[config.mk]
export PLATFORM = sky130hd
export DESIGN_NAME = dm_arbiter
export DESIGN_NICKNAME = d
export VERILOG_FILES = /design/src/rtl/dm_arbiter.sv
export SDC_FILE = /design/constraint.sdc
export NUM_CORES = 1
export LEC_CHECK = 0
export BUFFER_PORTS_ARGS = -buffer_cell sky130_fd_sc_hd__buf_2
export CELL_PAD_IN_SITES_DETAIL_PLACEMENT = 1
export CELL_PAD_IN_SITES_GLOBAL_PLACEMENT = 1
export CORE_ASPECT_RATIO = 1.1
export CORE_MARGIN = 1
export CORE_UTILIZATION = 29
export CTS_CLUSTER_DIAMETER = 40
export CTS_CLUSTER_SIZE = 16
export DETAILED_ROUTE_END_ITERATION = 12
export GPL_ROUTABILITY_DRIVEN = 0
export PLACE_DENSITY = 0.94
export RECOVER_POWER = 25
export SLEW_MARGIN = 10
export SYNTH_ARGS = -nofsm -noshare
export SYNTH_HDL_FRONTEND = slang
export SYNTH_SLANG_ARGS = --single-unit
export TNS_END_PERCENT = 50
[constraint.sdc]
create_clock -name clk -period 2.39 [get_ports clk]
set_clock_uncertainty 0.05 [all_clocks]
set_input_delay 0.239 -clock clk [delete_from_list [all_inputs] [get_ports clk]]
set_output_delay 0.239 -clock clk [all_outputs]
set_load 0.05 [all_outputs]
[src/rtl/dm_arbiter.sv]
// dm_arbiter: shares the single data-memory port between the CPU MEM stage and a DMA/debug loader.
// Optional build macro DM_ARB_PROT_EN adds a write-protected byte window for DMA writes.
module dm_arbiter #(
    parameter int          MAX_WAIT = 4,
    parameter logic [31:0] PROT_LO  = 32'h0000_0000,
    parameter logic [31:0] PROT_HI  = 32'h0000_00FF
) (
    input  logic        clk,
    input  logic        rstn,
    // Handshake (both requesters): req is held with wr/addr/wdata stable until
    // ack; ack is a one-cycle pulse during which the access happens. A req still
    // high at the posedge that closes the ack cycle is taken as a new request.
    input  logic        cpu_req,
    input  logic        cpu_wr,
    input  logic [31:0] cpu_addr,
    input  logic [31:0] cpu_wdata,
    output logic [31:0] cpu_rdata,
    output logic        cpu_ack,
    output logic        cpu_stall,
    input  logic        dma_req,
    input  logic        dma_wr,
    input  logic [31:0] dma_addr,
    input  logic [31:0] dma_wdata,
    output logic [31:0] dma_rdata,
    output logic        dma_ack,
    output logic        dma_err,
    output logic        dm_we,
    output logic [31:0] dm_addr,
    output logic [31:0] dm_wdata,
    input  logic [31:0] dm_rdata,
    output logic [1:0]  dbg_state
);

    typedef enum logic [1:0] {
        IDLE    = 2'd0,
        CPU_ACC = 2'd1,
        DMA_ACC = 2'd2
    } state_t;

    localparam int            WW       = $clog2(MAX_WAIT + 1);
    localparam logic [WW-1:0] WAIT_MAX = WW'(MAX_WAIT);

    state_t        state;
    state_t        state_nxt;
    logic [WW-1:0] wait_cnt;
    logic [WW-1:0] wait_nxt;
    logic          force_dma;
    logic          lat_wr;
    logic [31:0]   lat_addr;
    logic [31:0]   lat_wdata;
    logic          prot_hit;

    assign force_dma = (wait_cnt == WAIT_MAX);

    // Same grant rule in every state, so an owner can be re-granted back to back.
    always_comb begin
        state_nxt = IDLE;
        if (force_dma && dma_req) begin
            state_nxt = DMA_ACC;
        end else if (cpu_req) begin
            state_nxt = CPU_ACC;
        end else if (dma_req) begin
            state_nxt = DMA_ACC;
        end
    end

    always_comb begin
        wait_nxt = wait_cnt;
        if (!dma_req || state_nxt == DMA_ACC) begin
            wait_nxt = '0;
        end else if (wait_cnt != WAIT_MAX) begin
            wait_nxt = wait_cnt + WW'(1);
        end
    end

    always_ff @(posedge clk or negedge rstn) begin
        if (!rstn) begin
            state     <= IDLE;
            wait_cnt  <= '0;
            lat_wr    <= 1'b0;
            lat_addr  <= '0;
            lat_wdata <= '0;
        end else begin
            state    <= state_nxt;
            wait_cnt <= wait_nxt;
            case (state_nxt)
                CPU_ACC: begin
                    lat_wr    <= cpu_wr;
                    lat_addr  <= cpu_addr;
                    lat_wdata <= cpu_wdata;
                end
                DMA_ACC: begin
                    lat_wr    <= dma_wr;
                    lat_addr  <= dma_addr;
                    lat_wdata <= dma_wdata;
                end
                default: begin
                end
            endcase
        end
    end

`ifdef DM_ARB_PROT_EN
    assign prot_hit = (state == DMA_ACC) && lat_wr &&
                      (lat_addr >= PROT_LO) && (lat_addr <= PROT_HI);
`else
    // Window parameters stay referenced so both builds share one parameter list.
    assign prot_hit = 1'b0 & (PROT_LO <= PROT_HI);
`endif

    always_comb begin
        dm_we     = 1'b0;
        dm_addr   = '0;
        dm_wdata  = '0;
        cpu_ack   = 1'b0;
        cpu_rdata = '0;
        dma_ack   = 1'b0;
        dma_rdata = '0;
        dma_err   = 1'b0;
        case (state)
            CPU_ACC: begin
                dm_we     = lat_wr;
                dm_addr   = lat_addr;
                dm_wdata  = lat_wdata;
                cpu_ack   = 1'b1;
                cpu_rdata = dm_rdata;
            end
            DMA_ACC: begin
                dm_we     = lat_wr & ~prot_hit;
                dm_addr   = lat_addr;
                dm_wdata  = lat_wdata;
                dma_ack   = 1'b1;
                dma_rdata = dm_rdata;
                dma_err   = prot_hit;
            end
            default: begin
            end
        endcase
    end

    assign cpu_stall = cpu_req & ~cpu_ack;
    assign dbg_state = state;

endmodule

==> results.py <==
metrics = {
    "placed_design": {
        "io_buffer_count": 299,
        "hpwlAfterDp_mm": 11.4,
        "place_inst": 919,
        "pre_cts_slack_ns": 0.102,
    },
    "worst_setup_path": {
        "path_class": "flip-flop to flip-flop",
        "r2r_slack_ns": 0.21,
        "endpoint_kind": "flip-flop",
        "required_ns": 2.54,
        "critPathArrivalTime_ns": 2.33,
        "startpoint_type": "flip-flop",
        "crit_fanout": 41,
    },
    "floorplanning": {
        "num_rows": 46,
        "core_area_um2": 14300,
        "fp.dieArea_um2": 15100,
        "ios": 301,
        "initial_core_util_pct": 29.6,
        "fp.dieH_um": 129,
        "dieWidth_um": 117,
    },
    "yosys": {
        "yosysTopAreaCellShare_pct": 41.3,
        "synthCells": 457,
        "syn_nets": 628,
        "ys_seq_elements": 70,
        "synth_compound_area_share_pct": 8.49,
        "yosysTopAreaCell": "dfrtp_1",
        "synth-warning-count": 0,
        "synth_top_family_by_area": "simple AND/OR/NAND/NOR gates",
        "synthSimpleGateAreaFrac_pct": 26.9,
        "synth_area_leaders": "dfrtp_1, mux2i_1, and2_1",
        "synth_area_per_cell_um2": 9.28,
        "synth.distinct_cells": 26,
        "synthMuxAreaShare_pct": 15.3,
        "syn_area_um2": 4240,
        "yosys.area_share.adder_pct": 1.47,
        "synth_seq_area_share_pct": 41.3,
        "synth-xor-area-share_pct": 0,
    },
    "grt": {
        "grt_use_met3_pct": 6.96,
        "grt.total_usage_pct": 18.3,
        "grt_pass1_vias": 4253,
        "antenna_found_initial": 2,
        "grt_max_degree": 71,
        "met1_usage_pct": 18.4,
        "grt_pass1_wl_mm": 21.8,
        "busiest_layer": "met2",
        "grt_overflow": 0,
        "grt.met2_usage_pct": 35.1,
    },
    "detailed_routing": {
        "dr.pass1.iters": 4,
        "ant_nets": 0,
        "via_per_inst": 4.47,
        "first_iter_violations": 85,
        "routedWlPerCell_um": 15.0,
        "drcViolationCount": 0,
        "finalWirelength_mm": 14.0,
        "vias": 4173,
    },
    "timing": {
        "hold_viol": 0,
        "final-setup-viol-count": 0,
        "final.setup.tns_ns": 0,
        "maxClockFrequency_mhz": 459,
        "rsz0062_at_grt": "false",
        "worst_slew_pin_slew_ns": 1.81,
        "finalCritPeriodShare_pct": 91.2,
        "fin_ws_ns": 0.210,
        "slew_viol_final": 71,
        "min_period_ns": 2.18,
        "max_slew_margin_pct": -20.3,
    },
    "cts": {
        "cts_setup_buffers": 0,
        "clock_path_buffers": 2,
        "cts_hold_buf": 0,
        "cts_root_buffer": "clkbuf_16",
        "clk_pin_slew_ns": 0.06,
        "htree_levels": 3,
        "cts_sinks": 70,
        "cts-resized-gates": 0,
        "cts_tree": "yes",
        "insertion_delay_ns": 0.32,
        "cts_buffers": 9,
    },
    "layout": {
        "area_growth_pct": 45.0,
        "layout-drive-gt1-share_pct": 43.8,
        "fillCellCount": 1801,
        "num_antenna_cells": 0,
        "final_cell_count_no_fill": 934,
        "fin_nets": 909,
        "mostFrequentLayoutCell": "buf_2",
        "mostFrequentLayoutCells": "buf_2, dfrtp_1, nand2_1",
    },
    "outcome": {
        "status": "finished with violations",
        "violations": "capacitance limit, slew limit",
    },
    "power_and_ir_drop": {
        "vdd_drop_max_v": 0.000402,
        "p_leak_nw": 3.26,
        "p_total_mw": 4.59,
        "power_density_nw_per_um2": 746,
    },
    "hold_path": {
        "min_path_type": "primary input to flip-flop",
    },
    "job": {
        "cap_violations": 1,
    },
}
[cell type report]
type | count | area, µm² | share of cell area, %
clock inverters | 4 | 47.5 | 0.773
clock buffers | 11 | 243 | 3.95
multi-input cells | 346 | 2230 | 36.3
inverters | 4 | 15.0 | 0.244
repair buffers | 307 | 1620 | 26.3
well taps | 192 | 240 | 3.91
flip-flops and latches | 70 | 1750 | 28.5
[cells by family (layout without fill, tap and decap cells)]
logic type	Yosys count	count (layout)
AO/OA/AOI/OAI	70	70
adder cells (fa/ha/maj)	5	5
buffers and inverters	41	326
flip-flops	70	70
multiplexers	65	65
other	1	1
AND/OR/NAND/NOR	205	205
[through the flow]
step / util (%) / hold WS, ns / cell area (µm²)
floorplan: - / -0.107 / 4240
global placement: 40.9 / 0.382 / 5860
detailed placement: 40.9 / 0.384 / 5860
CTS: 42.9 / 0.0362 / 6150
global route: 42.9 / 0.135 / 6150
finish: 42.9 / 0.136 / 6150
[metal layers]
| metal | part of all wire [%] | vias to the layer above |
|---|---|---|
| li1 | - | 2055 |
| met1 | 36 | 1917 |
| met2 | 54 | 179 |
| met3 | 8.8 | 18 |
| met4 | 1.5 | 4 |
| met5 | 0.16 | - |
[Yosys cell counts, drive strengths merged]
| master | number |
|---|---|
| nand3 | 3 |
| and2b | 20 |
| nor2b | 46 |
| a21oi | 2 |
| mux2i | 65 |
| buf | 14 |
| nor3 | 1 |
| clkbuf | 23 |
| nand2b | 1 |
| conb | 1 |
| nor2 | 1 |
| o21ai | 65 |
| a21o | 1 |
| dfrtp | 70 |
| and2 | 65 |
| nand2 | 67 |
| a21bo | 1 |
| ha | 5 |
| a21boi | 1 |
| and3b | 1 |
| inv | 4 |
[final timing paths]
| kind | from | to | cells after the start |
|---|---|---|---|
| worst min-delay path | cpu_wdata[16] | lat_wdata[16] | 3 |
| min in group asynchronous | rstn | lat_wdata[23] | 1 |
| max in group asynchronous | rstn | lat_addr[29] | 1 |
| worst max register to register | wait_cnt[0] | lat_addr[11] | 8 |
| worst max-delay path | wait_cnt[0] | lat_addr[11] | 8 |
| worst min register to register | lat_addr[19] | lat_addr[19] | 2 |
[critical path, cell delays in order, from the launching register on]
cell      delay [ns]
dfrtp_1         0.41
inv_1           0.07
ha_1            0.26
nand2_1         0.08
a21boi_1        0.30
ha_4            0.22
buf_12          0.27
mux2i_1         0.26
o21ai_0         0.10
[sequential cells by signal, summed over array words and instances, names as in the netlist]
signal and flops:
dbg_state 2, lat_wr 1, lat_addr 32, lat_wdata 32
wait_cnt 3
[power by group]
group          internal (mW)  switching [mW]
Combinational          0.533            1.24
Sequential              1.40           0.102
Clock                  0.827           0.486
Total                   2.76            1.83
Power figures use the tool's default switching activity.
